<file path="src/rtl/dmem_arbiter.sv">
// Round-robin two-port arbiter and single-cycle access sequencer for the byte-addressed data memory.
// Define DMEM_ARB_ALIGN_CHECK_EN to reject misaligned or out-of-range word accesses with err.
module dmem_arbiter #(
  parameter int unsigned DEPTH_BYTES = 32
) (
  input  logic        i_clk,
  input  logic        i_rst_n,
  input  logic        i_req0,
  input  logic        i_req1,
  input  logic        i_we0,
  input  logic        i_we1,
  input  logic [31:0] i_addr0,
  input  logic [31:0] i_addr1,
  input  logic [31:0] i_wdata0,
  input  logic [31:0] i_wdata1,
  output logic        o_gnt0,
  output logic        o_gnt1,
  output logic        o_rvalid0,
  output logic        o_rvalid1,
  output logic [31:0] o_rdata0,
  output logic [31:0] o_rdata1,
  output logic        o_err0,
  output logic        o_err1,
  output logic [31:0] o_mem_address,
  output logic [31:0] o_mem_write_data,
  output logic        o_mem_read_enable,
  output logic        o_mem_write_enable,
  input  logic [31:0] i_mem_read_data
);

  typedef enum logic [1:0] {StIdle, StAccess, StResp} state_e;

  state_e      r_state, w_state_d;
  logic        r_prio, r_owner, r_we;
  logic [31:0] r_addr, r_wdata, r_rdata0, r_rdata1;
  logic        w_access, w_resp, w_arb, w_winner, w_reject;
  logic [31:0] w_rdata_cap;

  if (DEPTH_BYTES < 4 || DEPTH_BYTES % 4 != 0) begin : g_bad_depth
    $error("DEPTH_BYTES must be a non-zero multiple of 4");
  end

  assign w_access = (r_state == StAccess);
  assign w_resp   = (r_state == StResp);
  assign w_arb    = (r_state != StAccess) && (i_req0 || i_req1);
  // A lone request wins outright; contention is settled by the round-robin pointer.
  assign w_winner = (i_req0 && i_req1) ? r_prio : i_req1;

`ifdef DMEM_ARB_ALIGN_CHECK_EN
  logic r_err;

  assign w_reject = (r_addr[1:0] != 2'b00) || (r_addr > 32'(DEPTH_BYTES - 4));

  always_ff @(posedge i_clk or negedge i_rst_n) begin
    if (!i_rst_n) begin
      r_err <= 1'b0;
    end else if (w_access) begin
      r_err <= w_reject;
    end
  end

  assign o_err0 = w_resp && !r_owner && r_err;
  assign o_err1 = w_resp &&  r_owner && r_err;
`else
  assign w_reject = 1'b0;
  assign o_err0   = 1'b0;
  assign o_err1   = 1'b0;
`endif

  always_comb begin
    w_state_d = r_state;
    case (r_state)
      StIdle, StResp: w_state_d = (i_req0 || i_req1) ? StAccess : StIdle;
      StAccess:       w_state_d = StResp;
      default:        w_state_d = StIdle;
    endcase
  end

  assign w_rdata_cap = (r_we || w_reject) ? 32'd0 : i_mem_read_data;

  always_ff @(posedge i_clk or negedge i_rst_n) begin
    if (!i_rst_n) begin
      r_state  <= StIdle;
      r_prio   <= 1'b0;
      r_owner  <= 1'b0;
      r_we     <= 1'b0;
      r_addr   <= '0;
      r_wdata  <= '0;
      r_rdata0 <= '0;
      r_rdata1 <= '0;
    end else begin
      r_state <= w_state_d;
      if (w_arb) begin
        r_owner <= w_winner;
        r_we    <= w_winner ? i_we1 : i_we0;
        r_addr  <= w_winner ? i_addr1 : i_addr0;
        r_wdata <= w_winner ? i_wdata1 : i_wdata0;
      end
      if (w_access) begin
        r_prio <= ~r_owner;
        // Only the owner's response register moves, so rdataN changes together with rvalidN.
        if (r_owner) begin
          r_rdata1 <= w_rdata_cap;
        end else begin
          r_rdata0 <= w_rdata_cap;
        end
      end
    end
  end

  assign o_gnt0             = w_access && !r_owner;
  assign o_gnt1             = w_access &&  r_owner;
  assign o_rvalid0          = w_resp && !r_owner;
  assign o_rvalid1          = w_resp &&  r_owner;
  assign o_rdata0           = r_rdata0;
  assign o_rdata1           = r_rdata1;
  assign o_mem_address      = r_addr;
  assign o_mem_write_data   = r_wdata;
  assign o_mem_write_enable = w_access &&  r_we && !w_reject;
  assign o_mem_read_enable  = w_access && !r_we && !w_reject;

endmodule

</file>
<file path="config.mk">
export PLATFORM = sky130hd
export DESIGN_NAME = dmem_arbiter
export DESIGN_NICKNAME = d
export VERILOG_FILES = /design/src/rtl/dmem_arbiter.sv
export SDC_FILE = /design/constraint.sdc
export NUM_CORES = 1
export LEC_CHECK = 0
export CAP_MARGIN = 20
export CELL_PAD_IN_SITES_DETAIL_PLACEMENT = 2
export CELL_PAD_IN_SITES_GLOBAL_PLACEMENT = 2
export CORE_ASPECT_RATIO = 0.8
export CORE_UTILIZATION = 24
export DETAILED_ROUTE_END_ITERATION = 8
export PLACE_DENSITY = 0.86
export SYNTH_ARGS = -nofsm -noshare
export SYNTH_HDL_FRONTEND = slang
export SYNTH_SLANG_ARGS = --single-unit
</file>
<file path="constraint.sdc">
create_clock -name i_clk -period 2.03 [get_ports i_clk]
set_input_delay 0.406 -clock i_clk [delete_from_list [all_inputs] [get_ports i_clk]]
set_output_delay 0.406 -clock i_clk [all_outputs]
set_load 0.03 [all_outputs]
</file>
Word-level counts from Yosys, hierarchy flattened
Cells that the tools add are included.
Storage, ports and cells
  register bits after elaboration: 133
  input bits: 166
  output and inout bits: 136
  logic and storage cells: 34
Operators by class
  equal/unequal tests: 3
  muxes and demuxes: 7
  bitwise gates (word level): 1
  reduce and logical (&&, ||, !) cells: 15
Operators with widths (count)
  $mux W32: 3
  $logic_and A1 B1 Y1: 8
  $pmux W2 S2: 1
  $reduce_and A2 Y1: 2
  $mux W1: 3
  $eq A2 B1 Y1 const B: 1
  $eq A2 B2 Y1 const B: 1
  $logic_not A1 Y1: 2
  $logic_not A2 Y1: 1
  $ne A2 B1 Y1 const B: 1
  $reduce_or A2 Y1: 1
  $logic_or A1 B1 Y1: 1
  $not A1 Y1: 1

Logic depth before layout (Yosys ltp)
Gate-level depths: netlist of run 1.
  word-level depth: 3
  mapped depth: 6
  gate-level depth less buffers: 4

Worst setup path after synthesis of run 1
Ideal clock, no wire load.
  path kind: flip-flop to output port
  start: register r_state[0]
  end: output o_gnt0
  data arrival time: 1.279 ns
  required time: 1.624 ns
  path slack: 0.345 ns
  cell stages (with the launch flop): 5
  path buffers: 2
  path through: dfrtp_1 -> or3b_1 -> buf_2 -> buf_2 -> inv_1
On the way
  longest elaborated chain between the ends: 2
Ends and longest elaborated chain
  start: declaration: line 33  | state_e r_state, w_state_d;
  start signal: assignment: line 83  | r_state <= StIdle;
  start signal: assignment: line 92  | r_state <= w_state_d;
  $eq A2 B1 Y1: line 43  | assign w_access = (r_state == StAccess);
  $logic_and A1 B1 Y1: line 111  | assign o_gnt0 = w_access && !r_owner;
  end: declaration: line 16  | output logic o_gnt0,
No other way between the ends.

Worst setup path after layout of run 1
  start: register r_rdata0[11] (netlist: o_rdata0[11])
  end: output o_rdata0[11]
RTL lines
  start: declaration: line 35  | logic [31:0] r_addr, r_wdata, r_rdata0, r_rdata1;
  start signal: assignment: line 105  | r_rdata0 <= w_rdata_cap;
  end: declaration: line 20  | output logic [31:0] o_rdata0,
No word-level cell between the ends.

==> impl_metrics.py, run 1 <==
metrics = {
    "place": {
        "gp_congestion": 0.728,
        "dp_cells": 1154,
        "dp_hpwl_um": 17100,
        "port_buffers": 299,
        "place_area_sq_um": 9580,
        "place_ws_ns": 0.0296,
    },
    "die": {
        "dieWidth_um": 182,
        "die_y_um": 146,
        "core_sq_um": 25400,
        "num_rows": 52,
        "initial_utilization_pct": 24.6,
        "die_area_sq_um": 26600,
        "io_pins": 302,
    },
    "yosys": {
        "synth-seq-area-share_pct": 53.4,
        "yosys.area.top_type_share_pct": 53.4,
        "synthCells": 577,
        "synth.avg_cell_area_sq_um": 10.8,
        "netlist_area_sq_um": 6230,
        "synth_area_leaders": "dfrtp_1 53%, a311o_1 10%, o22a_1 9.1%, a21boi_0 7.7%, o21ai_0 5.2%",
        "synth.largest_area_cell": "dfrtp_1",
        "ys_ff_latch": 133,
        "synth.distinct_cells": 24,
        "ys_warn_count": 0,
    },
    "clocking": {
        "cts_buffers": 17,
        "clk_pin_slew_ns": 0.06,
        "cts.path.max_buffers": 2,
        "cts_sinks": 133,
        "cts_tree": "done",
        "htreeDepth": 4,
        "clock-root-buffer": "clkbuf_16",
        "clock_latency_ns": 0.42,
    },
    "worst_setup_path": {
        "startpoint_type": "flop",
        "path_delay_family": "buffers and inverters",
        "crit_chain": "clkdlybuf4s50_1",
        "setup.worst_path.end_class": "output pin",
        "critical_path_arrival_ns": 1.56,
        "crit_path_top_delay_cell": "clkdlybuf4s50_1",
        "crit_cells": 1,
        "path_class": "reg2out",
        "crit_fanout": 2,
        "crit_path_start": "o_rdata0[11]",
        "r2r-start": "r_state[0]",
        "cpPeakStageDelay_ns": 0.75,
        "worstRegToRegCells": 4,
        "worst-path-buf-inv": 1,
        "cp.required_ns": 1.62,
    },
    "drt": {
        "drt-wirelength-per-cell_um": 20.8,
        "totalWireLength_um": 24700,
        "drc_errors": 0,
        "vias_per_cell": 4.95,
        "drtPass1Iterations": 4,
        "num_vias": 5885,
        "ant_nets": 0,
        "drtIter0Drc": 209,
    },
    "flow_run": {
        "drv_cap": 0,
    },
    "global_routing": {
        "grt_max_degree": 78,
        "grt_pass1_vias": 6609,
        "grt.overflow.total": 0,
        "grt_pass1_wl_um": 38700,
        "antenna_found_initial": 0,
        "grt_util_all_layers_pct": 19.0,
    },
    "timing": {
        "worst_slack_ns": 0.0669,
        "hold_viol_final": 0,
        "maxSlewViolCount": 0,
        "max_slew.worst_pin.slew_ns": 0.610,
        "fin_crit_sh_pct": 96.7,
        "max_freq_mhz": 509,
        "rsz0062_at_grt": "false",
        "relSlewSlack_pct": 59.3,
        "finClkSkew_ns": 0.0102,
        "tns_ns": 0,
        "fin_crit_ns": 1.96,
        "setup-violations-final": 0,
    },
    "pwr": {
        "p_comb_share_pct": 45.8,
        "sequentialPowerShare_pct": 31.6,
        "pwr-share-clk_pct": 22.6,
        "p_int_mw": 7.69,
        "switching_power_mw": 5.17,
        "switching_share_pct": 40.2,
        "power_density_nw_per_um2": 1270,
        "p_total_mw": 12.9,
        "ir_drop_v": 0.000503,
        "leakagePower_nw": 4.04,
    },
    "final_layout": {
        "fin_cells": 1188,
        "n_antenna_cell": 0,
        "fin_area_sq_um": 10200,
        "final_layout_size_suffix_gt1_share_pct": 7.52,
        "nNetsFinal": 1017,
        "syn2layout_area_growth_pct": 63.0,
    },
    "status": {
        "outcome": "finished clean",
    },
    "min_path": {
        "hold_path.class": "in2async",
    },
}
[Yosys cell counts]
master      n
clkbuf_1   42
dfrtp_1   133
and3b_1     1
and2_1      1
or3b_1      1
buf_2      19
clkbuf_2    1
o21ai_0    65
nand2_1    65
a311o_1    65
a21boi_1    1
buf_4       2
conb_1      1
nor3b_1     1
nand2b_2    1
o22a_1     65
inv_2       1
nor2_1      6
nand3_1     1
buf_6       5
nand3b_1    1
nand2b_1   33
inv_1       2
a21boi_0   64
[per-layer routing]
metal / vias to the layer above / global-route usage (%) / routed length, um
met5: - / 0 / 0
met4: 0 / 5.71 / 470
met3: 28 / 8.56 / 2380
met2: 231 / 31.2 / 11700
met1: 2929 / 22.2 / 10200
li1: 2697 / - / -
[path summary, 6_finish.rpt]
kind | slack (ns) | end
worst max-delay path | 0.07 | o_rdata0[11]
worst min-delay path | 0.46 | o_rdata0[5]
worst max register to register | 0.38 | o_rdata1[9]
worst min register to register | 0.48 | o_rdata0[6]
max in group asynchronous | 0.89 | o_mem_write_data[26]
min in group i_clk | 0.48 | o_rdata0[6]
[logic make-up after synthesis]
family | share of synthesized area (%)
compound gates | 32.6
buf+inv | 5.46
flops | 53.4
other cells | 0.0602
simple gates | 8.43
[placed cells by master (no fill, tap or decap), drive strengths merged]
cell type and count:
a21boi 65, a311o 65, and2 1, and3b 1
buf 29, clkbuf 22, clkdlybuf4s50 291, clkinv 5
clkinvlp 4, conb 2, dfrtp 133, dlygate4sd2 2
dlygate4sd3 1, inv 4, nand2 65, nand2b 34
nand3 1, nand3b 1, nor2 6, nor3b 1
o21ai 65, o22a 65, or3b 1
[registers in the layout (all words and copies together), names as in the netlist]
register          flops
o_mem_address        32
o_rdata0             32
o_mem_write_data     32
o_rdata1             32
r_prio                1
r_state               2
r_owner               1
r_we                  1
[final cells by class]
cell class	count	area, sq um
Tap cell	324	405
Multi-Input combinational cell	373	2600
Timing Repair Buffer	323	3260
Clock buffer	22	474
Fill cell	2654	15200
Sequential cell	133	3330
Clock inverter	10	75.1
Inverter	3	13.8
[stage by stage]
stage / hold slack (ns) / util [%]
global route: 0.451 / 40.0
detailed placement: 0.328 / 37.8
finish: 0.455 / 40.0
floorplan: 0.110 / -
global placement: 0.325 / 37.8
CTS: 0.437 / 40.0
[power by group through the flow]
stage,logic [mW],clock network [mW],registers [mW]
after floorplan,1.44,0,5.71
after CTS,5.96,3.02,4.08
after detailed placement,5.90,0,4.11
after global routing,6.25,3.13,4.18
after global placement,5.76,0,4.05
final,5.89,2.91,4.06
[timing repair]
action	4_1_cts	5_1_grt
buffers inserted	1	0
hold endpoints to repair	33	0
resized for setup	4	1
hold buffers	1	0
setup endpoints to repair	4	1
Note: power is estimated with default switching activity, not from simulation.
==> run 2: changes to the inputs <==
Settings changed: SLEW_MARGIN from default to 10.
==> results of run 2 <==
The final DEF is identical to that of run 1; final timing and power are the same.
